--- src/rtl/dcache_access_master.sv ---
// MEM-stage load/store requester for the data cache: aligns stores onto byte
// lanes, extends loads, and returns data or an error over a valid/ready response.
module dcache_access_master #(
  parameter int ADDR_VALID_BITS = 14
) (
  input  logic        clk,
  input  logic        rst,
  input  logic        req_valid,
  output logic        req_ready,
  input  logic        req_we,
  input  logic [2:0]  req_funct3,
  input  logic [31:0] req_addr,
  input  logic [31:0] req_wdata,
  output logic        resp_valid,
  input  logic        resp_ready,
  output logic [31:0] resp_rdata,
  output logic        resp_err,
  output logic [3:0]  dc_write_en,
  output logic [29:0] dc_addr,
  output logic [31:0] dc_in_data,
  input  logic [31:0] dc_out_data
);
  localparam int NUM_LANES = 4;

  typedef enum logic [1:0] {IDLE, ACCESS, WAIT, RESP} state_t;

  typedef struct packed {
    logic       we;
    logic [2:0] funct3;
    logic [1:0] k;
  } req_t;

  state_t state;
  req_t   cur;

  logic                      acc_err;
  logic [3:0]                acc_be;
  logic [NUM_LANES-1:0][7:0] wlane;
  logic [31:0]               shifted;
  logic [31:0]               ld_data;

  // funct3[1:0] encodes the access size for both loads and stores.
  always_comb begin
    logic bad_f, misal, range_err;
    bad_f     = req_we ? (req_funct3 >= 3'b011)
                       : (req_funct3 == 3'b011 || req_funct3[2:1] == 2'b11);
    misal     = (req_funct3[1:0] == 2'b01 && req_addr[0]) ||
                (req_funct3[1:0] == 2'b10 && req_addr[1:0] != 2'b00);
    range_err = (req_addr >> ADDR_VALID_BITS) != 32'd0;
    acc_err   = bad_f | misal | range_err;
    case (req_funct3[1:0])
      2'b00:   acc_be = 4'b0001 << req_addr[1:0];
      2'b01:   acc_be = 4'b0011 << req_addr[1:0];
      default: acc_be = 4'b1111;
    endcase
  end

  // Replicate store data so the enabled lanes always see the right bytes.
  for (genvar l = 0; l < NUM_LANES; l++) begin : g_lane
    assign wlane[l] = (req_funct3[1:0] == 2'b00) ? req_wdata[7:0] :
                      (req_funct3[1:0] == 2'b01) ? req_wdata[8*(l%2) +: 8] :
                                                   req_wdata[8*l +: 8];
  end

  always_comb begin
    shifted = dc_out_data >> {cur.k, 3'b000};
    case (cur.funct3)
      3'b000:  ld_data = {{24{shifted[7]}},  shifted[7:0]};
      3'b001:  ld_data = {{16{shifted[15]}}, shifted[15:0]};
      3'b100:  ld_data = {24'd0, shifted[7:0]};
      3'b101:  ld_data = {16'd0, shifted[15:0]};
      default: ld_data = shifted;
    endcase
  end

  assign req_ready = (state == IDLE) && !rst;

  always_ff @(posedge clk or posedge rst) begin
    if (rst) begin
      state       <= IDLE;
      cur         <= '0;
      resp_valid  <= 1'b0;
      resp_err    <= 1'b0;
      resp_rdata  <= 32'd0;
      dc_write_en <= 4'd0;
      dc_addr     <= 30'd0;
      dc_in_data  <= 32'd0;
    end else begin
      case (state)
        IDLE: if (req_valid) begin
          cur.we     <= req_we;
          cur.funct3 <= req_funct3;
          cur.k      <= req_addr[1:0];
          resp_rdata <= 32'd0;
          resp_err   <= acc_err;
          if (acc_err) begin
            resp_valid <= 1'b1;
            state      <= RESP;
          end else begin
            dc_addr     <= req_addr[31:2];
            dc_in_data  <= wlane;
            dc_write_en <= req_we ? acc_be : 4'd0;
            state       <= ACCESS;
          end
        end
        ACCESS: begin
          dc_write_en <= 4'd0;
          if (cur.we) begin
            resp_valid <= 1'b1;
            state      <= RESP;
          end else begin
            state <= WAIT;
          end
        end
        WAIT: begin
          resp_rdata <= ld_data;
          resp_valid <= 1'b1;
          state      <= RESP;
        end
        RESP: if (resp_ready) begin
          resp_valid <= 1'b0;
          state      <= IDLE;
        end
        default: state <= IDLE;
      endcase
    end
  end
endmodule

--- config.mk ---
export PLATFORM = sky130hd
export DESIGN_NAME = dcache_access_master
export DESIGN_NICKNAME = d
export VERILOG_FILES = /design/src/rtl/dcache_access_master.sv
export SDC_FILE = /design/constraint.sdc
export NUM_CORES = 1
export LEC_CHECK = 0
export CAP_MARGIN = 30
export CORE_MARGIN = 2
export CORE_UTILIZATION = 47
export CTS_CLUSTER_DIAMETER = 120
export DETAILED_ROUTE_END_ITERATION = 10
export PLACE_DENSITY = 0.94
export SYNTH_ARGS = -nofsm -noshare
export SYNTH_HDL_FRONTEND = slang
export SYNTH_SLANG_ARGS = --single-unit
--- constraint.sdc ---
create_clock -name clk -period 6.44 [get_ports clk]
set_input_delay 0.966 -clock clk [delete_from_list [all_inputs] [get_ports clk]]
set_output_delay 0.966 -clock clk [all_outputs]
set_load 0.05 [all_outputs]
# Word level (Yosys, flattened, before mapping)
# Index checks and enable logic that the tools add are counted.
# Widths: inputs -> output; s select.
totals:
  memories: 0
  output_inout_bits: 101
  latchBits: 0
  wordCells: 75
  rom_bits: 0
  regBits: 108
  ram_bits: 0
op_classes:
  n_shift: 3
  n_reduce_logical: 19
  bitwise: 3
  order_cmp: 1
  n_div: 0
  n_addsub: 0
  n_mux: 24
  eq_ne: 15
  multipliers: 0
ops:
  columns: ["op", "n"]
  rows:
  - ["$pmux 32 s4", 1]
  - ["$pmux 32 s2", 1]
  - ["$mux 8", 5]
  - ["$mux 32", 1]
  - ["$reduce_bool 32->1", 1]
  - ["$shr 32x5->32", 1]
  - ["$pmux 4 s2", 2]
  - ["$mux 4", 3]
  - ["$ne 2x2->1 const B", 5]
  - ["$eq 2x2->1 const B", 4]
  - ["$pmux 2 s4", 1]
  - ["$eq 3x3->1 const B", 2]
  - ["$mux 1", 6]
  - ["$mux 2", 3]
  - ["$reduce_and 2->1", 3]
  - ["$reduce_and 3->1", 2]
  - ["$reduce_bool 2->1", 3]
  - ["$eq 2x1->1 const B", 2]
  - ["$logic_not 2->1", 2]
  - ["$pmux 1 s4", 1]
  - ["$reduce_and 4->1", 1]
  - ["$shl 1x2->4 const A", 1]
  - ["$shl 2x2->4 const A", 1]
  - ["$eq 3x1->1 const B", 1]
  - ["other kinds (8)", 12]

# Depth between registers and ports, before layout
# Gate-level depths: netlist (run 1).
logic_depth:
  depth_word: 8
  mapped_depth: 8
  ltp_nobuf: 6

# Least setup slack after synthesis (run 1)
# Ideal clock, no wire load.
synth_path:
  path_type: "input-to-output"
  from: "in rst"
  to: "out req_ready"
  arrival_ps: 1611
  n_path_buf: 0
  path_stages: 1
  setup_slack_ps: 3863
  required_time_ps: 5474
  path_cell_list: "nor2_1"
synth_between:
  elab_chain_len: 2
synth_rtl:
  columns: ["item", "line_no", "text"]
  rows:
  - ["start: declaration", "7", "input logic rst,"]
  - ["$logic_not 1->1 (no source line)", null, null]
  - ["$logic_and 1x1->1", "76", "assign req_ready = (state == IDLE) && !rst;"]
  - ["end: declaration", "9", "output logic req_ready,"]
# Every way passes these cells.

# Worst setup path after layout (run 1)
layout_path:
  from: "in req_funct3[0]"
  to: "reg dc_in_data[31]"
layout_between:
  elab_chain_len: 7
  word_cells_on_any_way: 16
layout_rtl:
  columns: ["item", "line_no", "text"]
  rows:
  - ["start: declaration", "11", "input logic [2:0] req_funct3,"]
  - ["branches (longest 7 deep; another with $ge 3x2->1)", null, null]
  - ["end signal: assignment", "101", "dc_in_data <= wlane;"]
  - ["end: declaration", "20", "output logic [31:0] dc_in_data,"]
# Several ways; the timed one is not identified.
# A chain may end at the register's enable or synchronous reset.

==> flow_metrics.env, run 1 <==
export IMPL_cts_buffers=9
export IMPL_worst_slew_pin_slew_ns=0.801
export IMPL_clk_pin_slew_ns=0.09
export IMPL_tns_ns=0
export IMPL_cts_hold_fix_buffers=0
export IMPL_setup_violations=0
export IMPL_path_max_fanout=67
export IMPL_p_leak_nw=3.28
export IMPL_r2r_cells=6
export IMPL_whs_path_depth=2
export IMPL_synthFlopType="dfrtp_1"
export IMPL_gp_congestion=0.861
export IMPL_hold_class="register to register"
export IMPL_p_int_mw=1.39
export IMPL_synth_seq_area_share_pct=53.8
export IMPL_synth_commonest_cells="dfrtp_1, mux2_2, nand2_1"
export IMPL_synth_net_count=518
export IMPL_avgSynthCellArea_um2=12.2
export IMPL_drc_errors=0
export IMPL_ctsResizeCount=0
export IMPL_via_count=4090
export IMPL_syn_area_um2=5020
export IMPL_synth_area_top_cells="dfrtp_1, mux2_2, mux2i_1, a221o_1, o21ai_0"
export IMPL_dp_hpwl_mm=10.6
export IMPL_initial_utilization_pct=48.4
export IMPL_yosys_warnings=0
export IMPL_fin_util_pct=71.5
export IMPL_grt_max_degree=74
export IMPL_cts_tree="built"
export IMPL_die_area_um2=11500
export IMPL_antenna_left=0
export IMPL_routed_via_density=5.46
export IMPL_rsz0062_at_grt="false"
export IMPL_syn_to_final_growth_pct=47.7
export IMPL_antenna_found_initial=0
export IMPL_rows=37
export IMPL_cts_htree_levels=3
export IMPL_pin_count=205
export IMPL_combPwrFrac_pct=47.0
export IMPL_nets=717
export IMPL_drt_pass1_iterations=4
export IMPL_final_layout_size_suffix_gt1_share_pct=16.2
export IMPL_grt_pass1_vias=4249
export IMPL_instances_no_fill=749
export IMPL_max_stage_delay_ns=0.78
export IMPL_timing_slew_headroom_pct=46.6
export IMPL_grt_usage_pct=24.6
export IMPL_max_freq_mhz=288
export IMPL_critical_path_buf_inv_count=2
export IMPL_cp_slowest_cell="clkdlybuf4s50_1"
export IMPL_synth_top_area_cell="dfrtp_1"
export IMPL_cp_depth=6
export IMPL_wl_mm=14.3
export IMPL_pwr_share_seq_pct=36.1
export IMPL_outcome="finished clean"
export IMPL_synth_seq_cells=108
export IMPL_synth_edf_count=0
export IMPL_cp_required_ns=6.68
export IMPL_worstPathCellList="clkdlybuf4s50_1 -> o41ai_1 -> nand3_1 -> nor3_4 -> buf_4 -> mux2_2"
export IMPL_yosysMostFrequentCell="dfrtp_1"
export IMPL_swShare_pct=41.3
export IMPL_die_h_um=107
export IMPL_fin_crit_sh_pct=53.9
export IMPL_insertion_delay_ns=0.36
export IMPL_cts_sinks=108
export IMPL_cp_top_family="buffers and inverters"
export IMPL_num_antenna_cells=0
export IMPL_drv_cap=0
export IMPL_synthArstFlopShare_pct=100
export IMPL_drtIter0Drc=239
export IMPL_ys_types=37
export IMPL_powerDensity_nw_per_um2=319
export IMPL_ir_drop_v=0.000185
export IMPL_fp_dieW_um=107
export IMPL_p_switching_mw=0.977
export IMPL_wl_per_cell_um=19.1
export IMPL_post_cts_setup_buffers=0
export IMPL_dp_cells=732
export IMPL_synth_top_area_share_pct=53.8
export IMPL_cts_root_buf="clkbuf_8"
export IMPL_synthCells=410
export IMPL_io_buffer_count=204
export IMPL_crit_path_end_kind="register"
export IMPL_hold_slack_ns=0.487
export IMPL_setup_worst_path_start_class="input pin"
export IMPL_overflow=0
export IMPL_min_period_ns=3.47
export IMPL_slew_viol_final=0
export IMPL_hold_viol=0
export IMPL_coreArea_um2=10400
export IMPL_max_clock_path_buffers=2
export IMPL_crit_arrival_ns=3.71
export IMPL_worstSetupPathType="input pin to register"
export IMPL_clkPwrFrac_pct=16.9
export IMPL_fin_worst_skew_ns=0.0150
export IMPL_grt_pass1_wl_mm=22.1
-- tightest hold or removal path, stage by stage (launching register included) --
cell,delay (ns)
dfrtp_1,0.35
nand2_1,0.04
o21ai_0,0.06
-- registers in the layout, summed over array words and instances, names as in the netlist --
signal	flops
resp_err	1
cur	6
state	2
resp_rdata	32
dc_addr	30
resp_valid	1
dc_write_en	4
dc_in_data	32
-- cell usage in the layout (no fill, tap or decap), types with 2 or more instances in the layout --
cell / synthesis / final
clkbuf_8: 0 / 10
buf_16: 0 / 3
nor2b_1: 21 / 21
nor4_1: 4 / 4
dfrtp_1: 108 / 108
nand2_1: 32 / 32
nand2b_1: 3 / 3
mux2_1: 7 / 7
o21ai_0: 30 / 30
nor3_1: 2 / 2
a21oi_1: 17 / 17
nor2_1: 16 / 16
inv_8: 0 / 2
a221o_1: 16 / 16
buf_4: 5 / 5
inv_1: 5 / 4
mux2i_1: 28 / 28
o22ai_1: 2 / 2
clkdlybuf4s50_1: 0 / 204
clkinvlp_4: 0 / 2
o2bb2ai_1: 7 / 7
mux2_2: 68 / 68
ha_1: 4 / 4
-- power by group through the flow --
stage / combinational (mW) / clock, mW / sequential, mW
after floorplan: 0.489 / 0 / 1.10
after global placement: 0.989 / 0 / 0.910
after detailed placement: 1.06 / 0 / 0.894
after CTS: 1.07 / 0.409 / 0.879
after global routing: 1.18 / 0.435 / 0.865
final: 1.11 / 0.400 / 0.856
-- cell type report --
type                    instances  area (um2)
clock buffers                  10         138
clock inverters                 5        46.3
fillers                       740        2960
inverters                       5        21.3
multi-input cells             272        2170
flip-flops and latches        108        2700
well taps                     136         170
repair buffers                213        2170
-- per-stage QoR --
stage	worst slack [ns]	cell area, um2	total power [mW]
2_1_floorplan	2.63	5020	1.59
3_3_place_gp	2.66	7140	1.90
3_5_place_dp	2.59	7170	1.95
6_report	2.97	7410	2.37
4_1_cts	2.98	7360	2.35
5_1_grt	2.83	7410	2.48
-- layer usage --
| metal | GRT usage [%] | up-vias | wire (um) |
|---|---|---|---|
| met5 | 0 | - | 0 |
| met4 | 8.33 | 0 | 383 |
| met3 | 8.05 | 30 | 1400 |
| met2 | 42.2 | 195 | 7020 |
| met1 | 29.1 | 1976 | 5470 |
| li1 | - | 1889 | - |
-- final timing paths --
kind	from	end	slack (ns)
hold / removal	resp_rdata[3]	resp_rdata[3]	0.49
setup / recovery	req_funct3[0]	dc_in_data[31]	2.97
hold reg to reg	resp_rdata[3]	resp_rdata[3]	0.49
min in group asynchronous	rst	resp_rdata[15]	0.99
max in group asynchronous	rst	dc_addr[13]	4.58
setup reg to reg	state[0]	dc_in_data[31]	3.87
-- logic make-up (layout without fill, tap and decap cells) --
family,Yosys count,count (layout),synth area share (%)
compound gates,81,81,10.9
simple gates,83,83,8.15
fa+ha+maj,4,4,0.997
flops,108,108,53.8
mux,104,104,22.9
buf+inv,30,233,3.29
(Power assumes the default switching activity.)
==> inputs of run 2 (changes only) <==
--- a/config.mk
+++ b/config.mk
@@ -7,10 +7,10 @@
 export LEC_CHECK = 0
 export CAP_MARGIN = 30
 export CORE_MARGIN = 2
-export CORE_UTILIZATION = 47
+export CORE_UTILIZATION = 39
 export CTS_CLUSTER_DIAMETER = 120
 export DETAILED_ROUTE_END_ITERATION = 10
-export PLACE_DENSITY = 0.94
+export PLACE_DENSITY = 0.85
 export SYNTH_ARGS = -nofsm -noshare
 export SYNTH_HDL_FRONTEND = slang
 export SYNTH_SLANG_ARGS = --single-unit
==> constraint.sdc (replaced) <==
create_clock -name clk -period 3.09 [get_ports clk]
set_input_delay 0.4635 -clock clk [delete_from_list [all_inputs] [get_ports clk]]
set_output_delay 0.4635 -clock clk [all_outputs]
set_load 0.05 [all_outputs]
==> flow_metrics.env, run 2 (synthesis results as in run 1) <==
export IMPL_setup_violations=0
export IMPL_routed_via_density=5.28
export IMPL_fin_crit_sh_pct=88.2
export IMPL_wl_mm=14.3
export IMPL_fillCellCount=1016
export IMPL_crit_arrival_ns=2.26
export IMPL_via_count=4169
export IMPL_clk_pin_slew_ns=0.07
export IMPL_rows=41
export IMPL_cts_root_buf="clkbuf_16"
export IMPL_mostFrequentLayoutCells="clkdlybuf4s50_1, dfrtp_1, mux2_2, nand2_1, o21ai_0"
export IMPL_antenna_left=0
export IMPL_fin_ws_ns=0.364
export IMPL_max_freq_mhz=367
export IMPL_p_leak_nw=3.34
export IMPL_instances_no_fill=789
export IMPL_clkPwrFrac_pct=23.9
export IMPL_ir_drop_v=0.000327
export IMPL_fin_worst_skew_ns=0.00386
export IMPL_die_area_um2=13800
export IMPL_wl_per_cell_um=18.1
export IMPL_dp_cells=773
export IMPL_nets=720
export IMPL_cp_slowest_cell="clkdlybuf4s50_1"
export IMPL_multi_input_area_um2=2170
export IMPL_drtIter0Drc=274
export IMPL_crit_top_cell="inv_1"
export IMPL_regArea_um2=2700
export IMPL_swShare_pct=37.9
export IMPL_largestRegisters="dc_in_data (32), resp_rdata (32), dc_addr (30)"
export IMPL_grt_usage_pct=21.3
export IMPL_fp_dieW_um=117
export IMPL_cts_hold_fix_buffers=0
export IMPL_wl_met1_mm=5.60
export IMPL_grt_max_degree=109
export IMPL_dp_hpwl_mm=10.6
export IMPL_timing_slew_headroom_pct=56.7
export IMPL_coreArea_um2=12600
export IMPL_min_from="resp_rdata[10]"
export IMPL_combPwrFrac_pct=42.1
export IMPL_cts_buffers=9
export IMPL_rsz0062_at_grt="false"
export IMPL_wl_met3_mm=1.44
export IMPL_post_place_ws_ns=0.236
export IMPL_pwr_share_seq_pct=34.0
export IMPL_grt_pass1_vias=4480
export IMPL_drt_pass1_iterations=4
export IMPL_gp_congestion=0.841
export IMPL_min_period_ns=2.73
export IMPL_cp_required_ns=2.63
export IMPL_crit_start="state[0]"
export IMPL_overflow=0
export IMPL_pin_count=205
export IMPL_worstSetupPathType="register to output port"
export IMPL_reg2reg_from="state[0]"
export IMPL_post_cts_setup_buffers=0
export IMPL_drc_errors=0
export IMPL_p_int_mw=3.29
export IMPL_grt_pass1_wl_mm=23.5
export IMPL_ctsResizeCount=0
export IMPL_max_clock_path_buffers=2
export IMPL_die_h_um=117
export IMPL_insertion_delay_ns=0.35
export IMPL_path_max_fanout=7
export IMPL_drv_cap=0
export IMPL_cts_sinks=108
export IMPL_crit_path_end_kind="output port"
export IMPL_initial_utilization_pct=39.9
export IMPL_syn_to_final_growth_pct=51.2
export IMPL_cts_tree="built"
export IMPL_wl_met2_mm=6.98
export IMPL_slew_viol_final=0
export IMPL_dr_max_layer_used="met4"
export IMPL_powerDensity_nw_per_um2=698
export IMPL_max_stage_delay_ns=0.81
export IMPL_worstPathCellList="inv_1 -> ha_1 -> inv_1 -> nor2_1 -> clkdlybuf4s50_1"
export IMPL_hold_class="register to register"
export IMPL_antenna_found_initial=0
export IMPL_io_buffer_count=204
export IMPL_hold_viol=0
export IMPL_cts_htree_levels=3
export IMPL_num_antenna_cells=0
export IMPL_outcome="finished clean"
export IMPL_setup_worst_path_start_class="register"
export IMPL_p_switching_mw=2.01
export IMPL_final_common_cell="clkdlybuf4s50_1"
export IMPL_hold_slack_ns=0.485
export IMPL_worst_slew_pin_slew_ns=0.650
export IMPL_final_layout_size_suffix_gt1_share_pct=16.4
export IMPL_tns_ns=0
-- run 2: layout make-up --
class                   count  area share [%]
clock buffers              13            3.43
well taps                 172            2.83
multi-input cells         272            28.6
inverters                   5           0.297
flip-flops and latches    108            35.6
repair buffers            216            28.4
clock inverters             3           0.906
-- run 2: metrics by stage --
stage	util [%]	area, um2	power (mW)
4_1_cts	60.4	7590	5.34
2_1_floorplan	-	5020	3.31
3_5_place_dp	57.8	7260	4.06
6_report	60.4	7590	5.30
5_1_grt	60.4	7590	5.57
3_3_place_gp	57.8	7260	3.99
-- run 2: power groups by stage --
| stage | registers (mW) | logic (mW) | clock network, mW |
|---|---|---|---|
| finish | 1.80 | 2.23 | 1.26 |
| global route | 1.84 | 2.38 | 1.36 |
| CTS | 1.80 | 2.24 | 1.30 |
| detailed placement | 1.83 | 2.23 | 0 |
| global placement | 1.82 | 2.17 | 0 |
| floorplan | 2.29 | 1.02 | 0 |
-- run 2: worst paths after layout --
check                                 end  slack (ns)  depth (start not counted)
setup / recovery                req_ready        0.36                          5
hold / removal             resp_rdata[10]        0.49                          2
setup reg to reg              dc_addr[10]        0.82                          6
hold reg to reg            resp_rdata[10]        0.49                          2
max in group asynchronous  resp_rdata[25]        1.96                          3
min in group asynchronous      resp_valid        0.59                          3
-- run 2: worst max-delay path, delay by kind of cell, from the launching register on --
kind / cells / cell delay (ns)
DFF: 1 / 0.41
buffers and inverters: 3 / 1.11
adders and majority gates: 1 / 0.28
and+or+nand+nor: 1 / 0.13
-- run 2: layer usage --
layer / vias to the layer above / GRT usage (%)
li1: 1884 / -
met1: 2059 / 24.4
met2: 208 / 36.3
met3: 18 / 7.90
met4: 0 / 7.98
met5: - / 0
